==> src/rtl/bus_cycle_decoder.sv <==
// 8088 bus front end. It latches the multiplexed address, decodes four
// active-low chip selects, and holds READY low for each region's wait states.
// A device samples CS_n together with ALE, so in the ALE cycle CS_n comes
// straight from the live pins.
module bus_cycle_decoder #(
    parameter logic [19:0] MEM_SPLIT = 20'h80000,
    parameter logic [7:0]  IO0_PAGE  = 8'h1C,
    parameter logic [7:0]  IO1_PAGE  = 8'hFF,
    parameter logic [3:0]  WS0       = 4'd0,
    parameter logic [3:0]  WS1       = 4'd0,
    parameter logic [3:0]  WS2       = 4'd1,
    parameter logic [3:0]  WS3       = 4'd3
) (
    input  logic        CLK,
    input  logic        RESET,
    input  logic        ALE,
    input  logic        IOM,
    input  logic [7:0]  AD,
    input  logic [11:0] A,
    input  logic        RD_n,
    input  logic        WR_n,
    output logic [19:0] Address,
    output logic [3:0]  CS_n,
    output logic        READY,
    output logic        unmapped,
    output logic        proto_err,
    output logic [1:0]  dbg_state_o
);

    // Bus cycle phases. ADDR waits for a strobe. WAIT holds READY low.
    // XFER waits for both strobes to go high again.
    typedef enum logic [1:0] {
        S_IDLE = 2'd0,
        S_ADDR = 2'd1,
        S_WAIT = 2'd2,
        S_XFER = 2'd3
    } state_t;

    state_t      state_q;
    logic [19:0] addr_q;
    logic        iom_q;
    logic [3:0]  cnt_q;
    logic        ready_q;
    logic        unmapped_q;
    logic        proto_err_q;

    logic [19:0] live_addr;
    logic [2:0]  live_dec;
    logic [2:0]  lat_dec;
    logic        strobe;
    logic [3:0]  cs_n_c;

    // Decode result is {hit, region[1:0]}. The IO0 page takes priority over the IO1 page.
    function automatic logic [2:0] decode(input logic [19:0] addr, input logic iom);
        logic [2:0] res;
        res = 3'b000;
        if (!iom) begin
            res = (addr < MEM_SPLIT) ? 3'b100 : 3'b101;
        end else if (addr[15:8] == IO0_PAGE) begin
            res = 3'b110;
        end else if (addr[15:8] == IO1_PAGE) begin
            res = 3'b111;
        end
        return res;
    endfunction

    function automatic logic [3:0] ws_of(input logic [1:0] region);
        logic [3:0] ws;
        case (region)
            2'd0:    ws = WS0;
            2'd1:    ws = WS1;
            2'd2:    ws = WS2;
            default: ws = WS3;
        endcase
        return ws;
    endfunction

    assign live_addr = {A, AD};
    assign live_dec  = decode(live_addr, IOM);
    assign lat_dec   = decode(addr_q, iom_q);
    assign strobe    = !RD_n || !WR_n;

    // Chip select: decode the live pins during ALE, otherwise the latched cycle; forced high in reset
    always_comb begin
        cs_n_c = 4'hF;
        if (RESET) begin
            cs_n_c = 4'hF;
        end else if (ALE) begin
            if (live_dec[2]) cs_n_c[live_dec[1:0]] = 1'b0;
        end else if (state_q != S_IDLE) begin
            if (lat_dec[2]) cs_n_c[lat_dec[1:0]] = 1'b0;
        end
    end

    // Bus cycle FSM with registered READY and status pulses. ALE always restarts the cycle.
    always_ff @(posedge CLK or posedge RESET) begin
        if (RESET) begin
            state_q     <= S_IDLE;
            addr_q      <= 20'h0;
            iom_q       <= 1'b0;
            cnt_q       <= 4'd0;
            ready_q     <= 1'b1;
            unmapped_q  <= 1'b0;
            proto_err_q <= 1'b0;
        end else begin
            proto_err_q <= !RD_n && !WR_n;
            unmapped_q  <= 1'b0;
            if (ALE) begin
                addr_q  <= live_addr;
                iom_q   <= IOM;
                ready_q <= 1'b1;
                if (live_dec[2]) begin
                    cnt_q   <= ws_of(live_dec[1:0]);
                    state_q <= S_ADDR;
                end else begin
                    cnt_q      <= 4'd0;
                    unmapped_q <= 1'b1;
                    state_q    <= S_IDLE;
                end
            end else begin
                case (state_q)
                    S_ADDR: begin
                        if (strobe) begin
                            if (cnt_q != 4'd0) begin
                                state_q <= S_WAIT;
                                ready_q <= 1'b0;
                            end else begin
                                state_q <= S_XFER;
                                ready_q <= 1'b1;
                            end
                        end
                    end
                    S_WAIT: begin
                        cnt_q <= cnt_q - 4'd1;
                        if (cnt_q <= 4'd1) begin
                            state_q <= S_XFER;
                            ready_q <= 1'b1;
                        end
                    end
                    S_XFER: begin
                        ready_q <= 1'b1;
                        if (RD_n && WR_n) state_q <= S_IDLE;
                    end
                    default: begin
                        ready_q <= 1'b1;
                    end
                endcase
            end
        end
    end

    assign Address     = addr_q;
    assign CS_n        = cs_n_c;
    assign READY       = ready_q;
    assign unmapped    = unmapped_q;
    assign proto_err   = proto_err_q;
    assign dbg_state_o = state_q;

endmodule

==> config.mk <==
export PLATFORM = sky130hd
export DESIGN_NAME = bus_cycle_decoder
export DESIGN_NICKNAME = d
export VERILOG_FILES = /design/src/rtl/bus_cycle_decoder.sv
export SDC_FILE = /design/constraint.sdc
export NUM_CORES = 1
export LEC_CHECK = 0
export CORE_MARGIN = 10
export CORE_UTILIZATION = 40
export CTS_CLUSTER_DIAMETER = 40
export DETAILED_ROUTE_END_ITERATION = 7
export PLACE_DENSITY_LB_ADDON = 0.15
export SLEW_MARGIN = 25
export SYNTH_ARGS = -nofsm -noshare
export SYNTH_HDL_FRONTEND = slang
export SYNTH_SLANG_ARGS = --single-unit
==> constraint.sdc <==
create_clock -name CLK -period 1.55 [get_ports CLK]
set_input_delay 0.155 -clock CLK [delete_from_list [all_inputs] [get_ports CLK]]
set_output_delay 0.155 -clock CLK [all_outputs]
set_load 0.01 [all_outputs]
==> results of run 1 <==
==> registers in the layout, summed over array words and instances, names as in the netlist <==
register	flops
Address	20
cnt_q	4
dbg_state_o	2
READY	1
iom_q	1
proto_err	1
unmapped	1
==> worst paths after layout <==
check / cells past startpoint / endpoint
worst max-delay path: 7 / CS_n[2]
worst min-delay path: 3 / Address[14]$_DFFE_PP0P_
worst max register to register: 6 / dbg_state_o[0]$_DFFE_PP0P_
worst min register to register: 1 / Address[7]$_DFFE_PP0P_
max in group asynchronous: 3 / READY$_DFFE_PP1P_
min in group CLK: 2 / Address[15]$_DFFE_PP0P_
==> metrics by stage <==
| stage | setup slack (ns) | power (mW) |
|---|---|---|
| after CTS | -0.180 | 2.89 |
| after floorplan | 0.0117 | 1.47 |
| after global routing | -0.227 | 3.08 |
| after global placement | -0.488 | 1.98 |
| final | -0.166 | 2.90 |
| after detailed placement | -0.531 | 2.01 |
==> critical path: stages (launching register included) <==
cell                       delay (ns)
sky130_fd_sc_hd__dfrtp_1         0.36
sky130_fd_sc_hd__inv_2           0.06
sky130_fd_sc_hd__ha_4            0.15
sky130_fd_sc_hd__nand4b_1        0.21
sky130_fd_sc_hd__nor2_1          0.14
sky130_fd_sc_hd__a32o_1          0.16
sky130_fd_sc_hd__nand2_1         0.05
sky130_fd_sc_hd__buf_2           0.14
==> metal layers <==
layer  track usage  part of all wire  wire, µm  vias up
met5             0                 0         0        -
met4        0.0709             0.026       113        0
met3        0.0673              0.10       453       12
met2         0.231              0.48      2100       52
met1         0.142              0.39      1710      651
li1              -                 -         -      655
==> area by class of cell <==
cell class / count / area share
Tap cell: 48 / 0.0238
Inverter: 10 / 0.0149
Sequential cell: 30 / 0.299
Multi-Input combinational cell: 85 / 0.301
Clock buffer: 8 / 0.0437
Timing Repair Buffer: 91 / 0.318
==> cells in the final DEF, fill, tap and decap left out, types with 2 or more instances in the layout <==
cell type                          n
sky130_fd_sc_hd__a21oi_1           3
sky130_fd_sc_hd__a32oi_1           2
sky130_fd_sc_hd__buf_2             4
sky130_fd_sc_hd__buf_4            35
sky130_fd_sc_hd__buf_6             2
sky130_fd_sc_hd__clkbuf_8          8
sky130_fd_sc_hd__clkdlybuf4s50_1  43
sky130_fd_sc_hd__dfrtp_1          28
sky130_fd_sc_hd__dlygate4sd2_1     6
sky130_fd_sc_hd__ha_1              3
sky130_fd_sc_hd__ha_4              3
sky130_fd_sc_hd__inv_1             6
sky130_fd_sc_hd__inv_2             4
sky130_fd_sc_hd__mux2_1           15
sky130_fd_sc_hd__mux2_2            4
sky130_fd_sc_hd__nand2_1           6
sky130_fd_sc_hd__nand4_1           2
sky130_fd_sc_hd__nor2_1           14
sky130_fd_sc_hd__nor3_1            2
sky130_fd_sc_hd__nor4_1            3
sky130_fd_sc_hd__o21ai_0           2
sky130_fd_sc_hd__o21ai_1           2
sky130_fd_sc_hd__o31a_1            2
==> logic make-up (layout without fill, tap and decap cells) <==
kind of cell	count (synthesis)	count (layout)	synth area share
AOI/OAI and AO/OA	21	21	0.123
xor gates and xnor gates	2	2	0.0117
adders and majority gates	7	7	0.0583
buffers and inverters	13	109	0.0342
DFF	30	30	0.501
muxes	20	20	0.157
and+or+nand+nor	35	35	0.115
==> report_power, final <==
part | leakage (nW) | internal [mW] | switching, mW
combinational | 0.686 | 0.664 | 0.509
sequential | 0.358 | 0.904 | 0.0907
clock | 0.0575 | 0.448 | 0.287
==> timing repair <==
item,in CTS,in global routing
pin swaps,10,6
resized for setup,35,4
buffers inserted,5,0
setup endpoints to repair,6,8
==> results, run 1 <==
- For this design, the sink count on the clock tree is 30.
- The H-tree level count is 2.
- The top-level port count is 55.
- The floorplan die width is 81.3 µm.
- The final layout contains 256 nets.
- The global-route wire length before repair is 7030 µm.
- The mapped netlist covers 1500 µm².
- Once placement finished, the instance area stood at 2330 µm².
- The minimum setup slack among reg-to-reg paths is -0.10 ns.
- In this run, synthesis inferred 0 flip-flops with an integrated enable.
- The sequential cell area is 753 µm².
- Along the worst path, the maximum fanout reaches 2.
- The cell at the root of the clock tree is sky130_fd_sc_hd__clkbuf_8.
- Summed over all cells, the static leakage comes to 1.10 nW.
- Across every metal layer, demand over resource in global routing totals 0.139.
- The largest net degree at the start of global routing is 24.
- The number of DRC markers in iteration 0 is 46.
- The post-detailed-route DRC marker count is 0.
- For the worst setup path, the data required time is 1.39 ns.
- Before antenna repair, the detailed router went through 4 iterations.
- The initial standard-cell utilization of the core is 0.413.
- The leftover overflow at the end of global routing is 0.
- Clock-pin slew was measured on the worst setup and hold paths at 0.06 ns.
- The worst hold slack across all endpoints is 0.316 ns.
- The type of element launching the critical path is a register.
- The max-cap check violation count is 0.
- The fill cell instance count of the final layout is 284.
- The clock insertion delay at the later pin of the skew report is 0.28 ns.
- By area the synthesized netlist is led by sky130_fd_sc_hd__dfrtp_1, sky130_fd_sc_hd__mux2_1, sky130_fd_sc_hd__ha_1, sky130_fd_sc_hd__nor2_1, sky130_fd_sc_hd__mux2_2.
- For this run, the leading register cell type out of synthesis is sky130_fd_sc_hd__dfrtp_1.
- After technology mapping, the gate count stands at 128.
- The finished layout holds 272 standard cells, fillers aside.
- The number of hold buffers added after CTS was 0.
- The number of synthesis warnings is 0.
- The floorplan has 22 rows.
- In the final layout, the share of cells above drive strength 1 is 0.313.
- STA classifies the critical path endpoint as an output port.
- The via count of the first global-routing pass is 1469.
- For the final routed database, the setup TNS stands at -0.524 ns.
- The start point of the critical path is dbg_state_o[0]$_DFFE_PP0P_.
- Dividing the final minimum period by the clock period gives 1.11.
- The top cell type by total area after synthesis is sky130_fd_sc_hd__dfrtp_1.
- The number of antenna violations at the first check in global routing was 0.
- The total wire length is 4370 µm.
- The summed area of non-filler cells in the final layout is 2520 µm².
- The area growth from synthesis to layout is 67.8%.
- The area of combinational cells with multiple inputs is 758 µm².
- The remaining antenna violation count after routing is 0.
- The die outline height is 81.3 µm.
- After detailed routing, the average wire length per cell comes to 16.1 µm.
- Routability-driven placement finished with a final weighted congestion of 0.800.
- The post-synthesis register bit count is 30.
- The count of pins over their slew limit is 0.
- The final setup slack of the worst path is -0.166 ns.
- The mean instance size in the synthesized netlist is 11.7 µm².
- Dividing total power by cell area gives a power density of 1150 nW/µm².
- The routed via count divided by cell count is 5.04.
- 0 antenna diodes ended up in the layout.
- The worst-case headroom to the max-slew limit is 0.765.
- The core footprint is 3630 µm².
- The total count of hold-check failures in the final report came to 0.
- The number of nets handed over by synthesis was 161.
- The number of distinct standard cells referenced by the synthesized netlist is 39.
- Clock tree synthesis inserted a total of 5 buffers.
- The path type of the worst min-delay path is input pin to async pin.
- The detailed-placement wirelength estimate is 3380 µm.
- The floorplan step defined a die boundary enclosing 6600 µm².
- In the synthesized netlist, the cells that appear most often are sky130_fd_sc_hd__dfrtp_1, sky130_fd_sc_hd__mux2_1, sky130_fd_sc_hd__nor2_1.
- The core occupancy in the finished layout is 0.694.
- Data on the critical path arrives at its endpoint at 1.56 ns.
- The share of the Yosys chip area taken by registers is 0.501.
- The number of buffers on the longest clock path is 2.
- The checks that failed: negative setup slack.
- The most common cell in the synthesized netlist is sky130_fd_sc_hd__dfrtp_1.
- The peak supply drop is 0.000912 V.
- Including well taps, the total number of placed cells is 259.
- Setup violations remaining at the end of the flow were counted as 5.
- In this run the critical register-to-register path is launched from dbg_state_o[0]$_DFFE_PP0P_.
- Derived from the worst setup path, the maximum achievable clock frequency is 583 MHz.
- The via count is 1370.
- Setup repair after global routing could not meet its margin everywhere.
- The actual transition at the worst max-transition pin is 0.349 ns.
- The final critical path time including I/O delays and setup is 1.72 ns.
- Between clock sinks in the finished design, the worst skew comes to 0.00361 ns.
- The type of the worst setup path is register to output port.
- The flow ran to the end, but the final reports show violations.
- Of the post-synthesis cell area, the dominant cell type holds 0.483.
- Port buffering added 54 buffers.
- The clock tree from TritonCTS is done.
- The share of synthesized registers carrying an async set or reset is 1.00.
No activity file was read; power rests on OpenSTA's default activity.
==> inputs of run 2 (changes only) <==
CORE_MARGIN = 5   (was 10)
REMOVE_ABC_BUFFERS = 1   (was default)
==> results, run 2 (synthesis results as in run 1) <==
- The via count is 1334 (-2.6%).
- The data arrival at the endpoint of the critical path is 1.54 ns (-0.02 ns).
- The total wire length came to 3870 µm (-11%).
- The path type of the worst min-delay path is input pin to register.
- The setup path with the least slack is of type register to output port.
- The delay contributed by the slowest stage of the critical path is 0.37 ns (about the same).
- The sequential cell area is 752 µm² (-0.17%).
- Setup repair after global routing could not meet its margin everywhere.
- The design internal power is 1.97 mW (-2.2%).
- The number of buffers on the longest clock path is 2 (unchanged).
- The area added between synthesis and finish is 67.1%.
- The required time of the critical path is 1.39 ns (about the same).
- The count of pins over their slew limit is 0 (unchanged).
- The power density normalized to cell area came to 1130 nW/µm² (-1.6%).
- The sequential cell fraction of total power is 0.349 (+0.006).
- Traced cell by cell, the critical path runs through inv_2 > ha_4 > nand4b_1 > nor2_1 > a32o_1 > nand2_1 > buf_2.
- TritonCTS built the clock tree.
- The relative contribution of combinational cells to total power is 0.390 (-0.014).
- The cell at the slowest stage of the critical path is sky130_fd_sc_hd__dfrtp_1.
- The worst path buffer plus inverter count is 2 (unchanged).
- The total count of hold-check failures in the final report was 0 (unchanged).
- The peak supply drop is 0.000741 V (-19%).
- The final routed wire length divided by cell count is 14.3 µm (-11%).
- The top-level port count is 55 (unchanged).
- The number of CTS-inserted buffers was 5 (unchanged).
- In this run the worst setup path terminates at CS_n[2].
- The wire length on met2 is 2000 µm (-4.8%).
- The number of nets in the layout is 254 (-0.78%).
- The core occupancy in the finished layout is 0.685 (-0.00829).
- Leaving out fill and tap cells, the most frequent cell in the layout is sky130_fd_sc_hd__clkdlybuf4s50_1.
- The worst-case headroom to the max-slew limit came to 0.757 (-0.00760).
- The switching power as a share of total power is 0.307 (+0.00105).
- The routed via count divided by cell count came to 4.94 (-1.9%).
- The leftover overflow at the end of global routing is 0 (unchanged).
- The cell at the root of the clock tree is sky130_fd_sc_hd__clkbuf_8.
- The fill cell instance count of the final layout is 278 (-2.1%).
- The share of post-route cells with drive strength above 1 came to 0.311 (-0.00169).
- The number of antenna violations at the first check in global routing is 0 (unchanged).
- The detailed-placement wirelength estimate is 3030 µm (-10%).
- The clock insertion delay at the later pin of the skew report is 0.28 ns (about the same).
- The largest fanout on the critical path is 2 (unchanged).
- The worst hold slack across all endpoints is 0.176 ns (-0.140 ns).
- The detailed-router iteration count before antenna repair is 4 (unchanged).
- The post-route setup TNS is -0.360 ns (+0.164 ns).
- The via count of the first global-routing pass is 1449 (-1.4%).
- The post-detailed-route DRC marker count is 0 (unchanged).
- The total inserted antenna cells was 0 (unchanged).
- The actual transition at the worst max-transition pin is 0.361 ns (+0.0113 ns).
- The number of buffers inserted for hold repair after clock tree synthesis is 0 (unchanged).
- The area of the die is 5080 µm² (-23%).
- The routability-driven placement congestion ratio is 0.784 (-1.9%).
- The port buffer count came to 54 (unchanged).
- The final setup slack of the worst path is -0.149 ns (+0.0169 ns).
- The checks that failed: negative setup slack.
- The remaining antenna violation count after routing is 0 (unchanged).
- The clock-pin slew of the registers on the worst-case setup and hold paths is 0.07 ns (about the same).
- The period utilization is 1.10 (-0.0109).
- The endpoint kind of the worst setup timing path is an output port.
- The highest attainable clock frequency is 589 MHz (+1.0%).
- The endpoint identified for the worst register-to-register timing path is dbg_state_o[0]$_DFFE_PP0P_.
- Routed signal wires occupy layers up through met4.
- The start point of the critical path is dbg_state_o[0]$_DFFE_PP0P_.
- The type of element launching the critical path is a register.
- The flow ran to the end, but the final reports show violations.
- The total stage count of the critical path came to 7 (unchanged).
- The number of placement rows was 22 (unchanged).
- The number of DRC markers in iteration 0 is 65 (+41%).
- The detailed-route wire length on metal 1 is 1530 µm (-10%).
- The flip-flop count of the largest register after layout is 20 (unchanged).
- The floorplan die width was 71.3 µm (-12%).
- The top cell types in the final layout, fill and taps aside, are sky130_fd_sc_hd__clkdlybuf4s50_1, sky130_fd_sc_hd__buf_4, sky130_fd_sc_hd__dfrtp_1, sky130_fd_sc_hd__mux2_1, sky130_fd_sc_hd__nor2_1.
- The core footprint is 3660 µm² (+0.76%).
- The net switching power was 0.872 mW (-1.7%).
- The max-cap check violation count was 0 (unchanged).
- The initial standard-cell utilization of the core is 0.410 (-0.00311).
- The minimum setup slack among reg-to-reg paths is -0.01 ns (+0.09 ns).
- The leakage power figure is 1.11 nW (+0.99%).
- The final critical path time including I/O delays and setup is 1.70 ns (-0.0169 ns).
- The H-tree level count is 2 (unchanged).
- The proportion of power drawn by the clock network is 0.261 (+0.008).
- The area of combinational cells with multiple inputs came to 758 µm² (unchanged).
- The overall global routing resource usage is 0.170 (+0.0315).
- The largest net degree at the start of global routing was 29 (+21%).
- The depth of the worst register-to-register path came to 6 (unchanged).
- The die outline height is 71.3 µm (-12%).
- The total clock sinks is 30 (unchanged).
- The post-place setup slack is -0.518 ns (+0.0129 ns).
- The category of cells accounting for the largest share of critical-path delay is simple AND/OR/NAND/NOR gates.
- The worst clock skew is 0.00386 ns (+0.000258 ns).
- The global-route wire length before repair is 6760 µm (-3.8%).
- The total of endpoints with negative setup slack in the final report is 4 (-1).
- The met3 wire length is 260 µm (-43%).
- The startpoint of the worst register-to-register path is dbg_state_o[0]$_DFFE_PP0P_.
==> run 2: per-layer routing <==
metal  vias to the layer above  track usage
li1                        648            -
met3                         9       0.0505
met1                       636        0.186
met2                        41        0.303
met4                         0       0.0752
met5                         -            0
==> run 2: worst min-delay path by stage <==
stage	to	depth (start not counted)	start	slack, ns
after global routing	Address[14]$_DFFE_PP0P_	3	A[6]	0.21
after floorplan	proto_err$_DFF_PP0_	1	WR_n	0.22
after global placement	READY$_DFFE_PP1P_	2	READY$_DFFE_PP1P_	0.46
final	Address[14]$_DFFE_PP0P_	3	A[6]	0.18
after CTS	Address[14]$_DFFE_PP0P_	3	RESET	0.29
after detailed placement	Address[3]$_DFFE_PP0P_	1	Address[3]$_DFFE_PP0P_	0.48
==> run 2: through the flow <==
stage / total power [mW] / cells / area (µm²)
2_1_floorplan: 1.45 / 125 / 1490
3_3_place_gp: 1.98 / 259 / 2330
3_5_place_dp: 2.02 / 259 / 2330
4_1_cts: 2.83 / 268 / 2450
5_1_grt: 3.04 / 270 / 2510
6_report: 2.84 / 270 / 2510
==> run 2: power by group through the flow <==
stage / logic [mW] / registers [mW] / clock network, mW
2_1_floorplan: 0.408 / 1.04 / 0
3_3_place_gp: 0.996 / 0.986 / 0
3_5_place_dp: 1.02 / 0.996 / 0
4_1_cts: 1.08 / 0.985 / 0.763
5_1_grt: 1.23 / 1.01 / 0.799
6_report: 1.11 / 0.993 / 0.742
==> run 2: final cells by class <==
| cell class | instances | share of cell area |
|---|---|---|
| multi-input combinational | 85 | 0.302 |
| timing repair buffer | 89 | 0.315 |
| tap | 48 | 0.0239 |
| inverter | 10 | 0.0150 |
| sequential | 30 | 0.300 |
| clock buffer | 8 | 0.0439 |
==> run 2: timing repair <==
action                                  in CTS  in global routing
gates cloned                                 0                  0
endpoints found under the setup margin       7                  9
setup buffers                                2                  2
pin swaps                                   10                  4
resized for setup                           26                 13
==> run 2: worst min-delay path: cells and delay by family <==
family,cells,cell delay (ns)
AOI/OAI and AO/OA,1,0.06
and+or+nand+nor,1,0.07
buffers and inverters,1,0.14
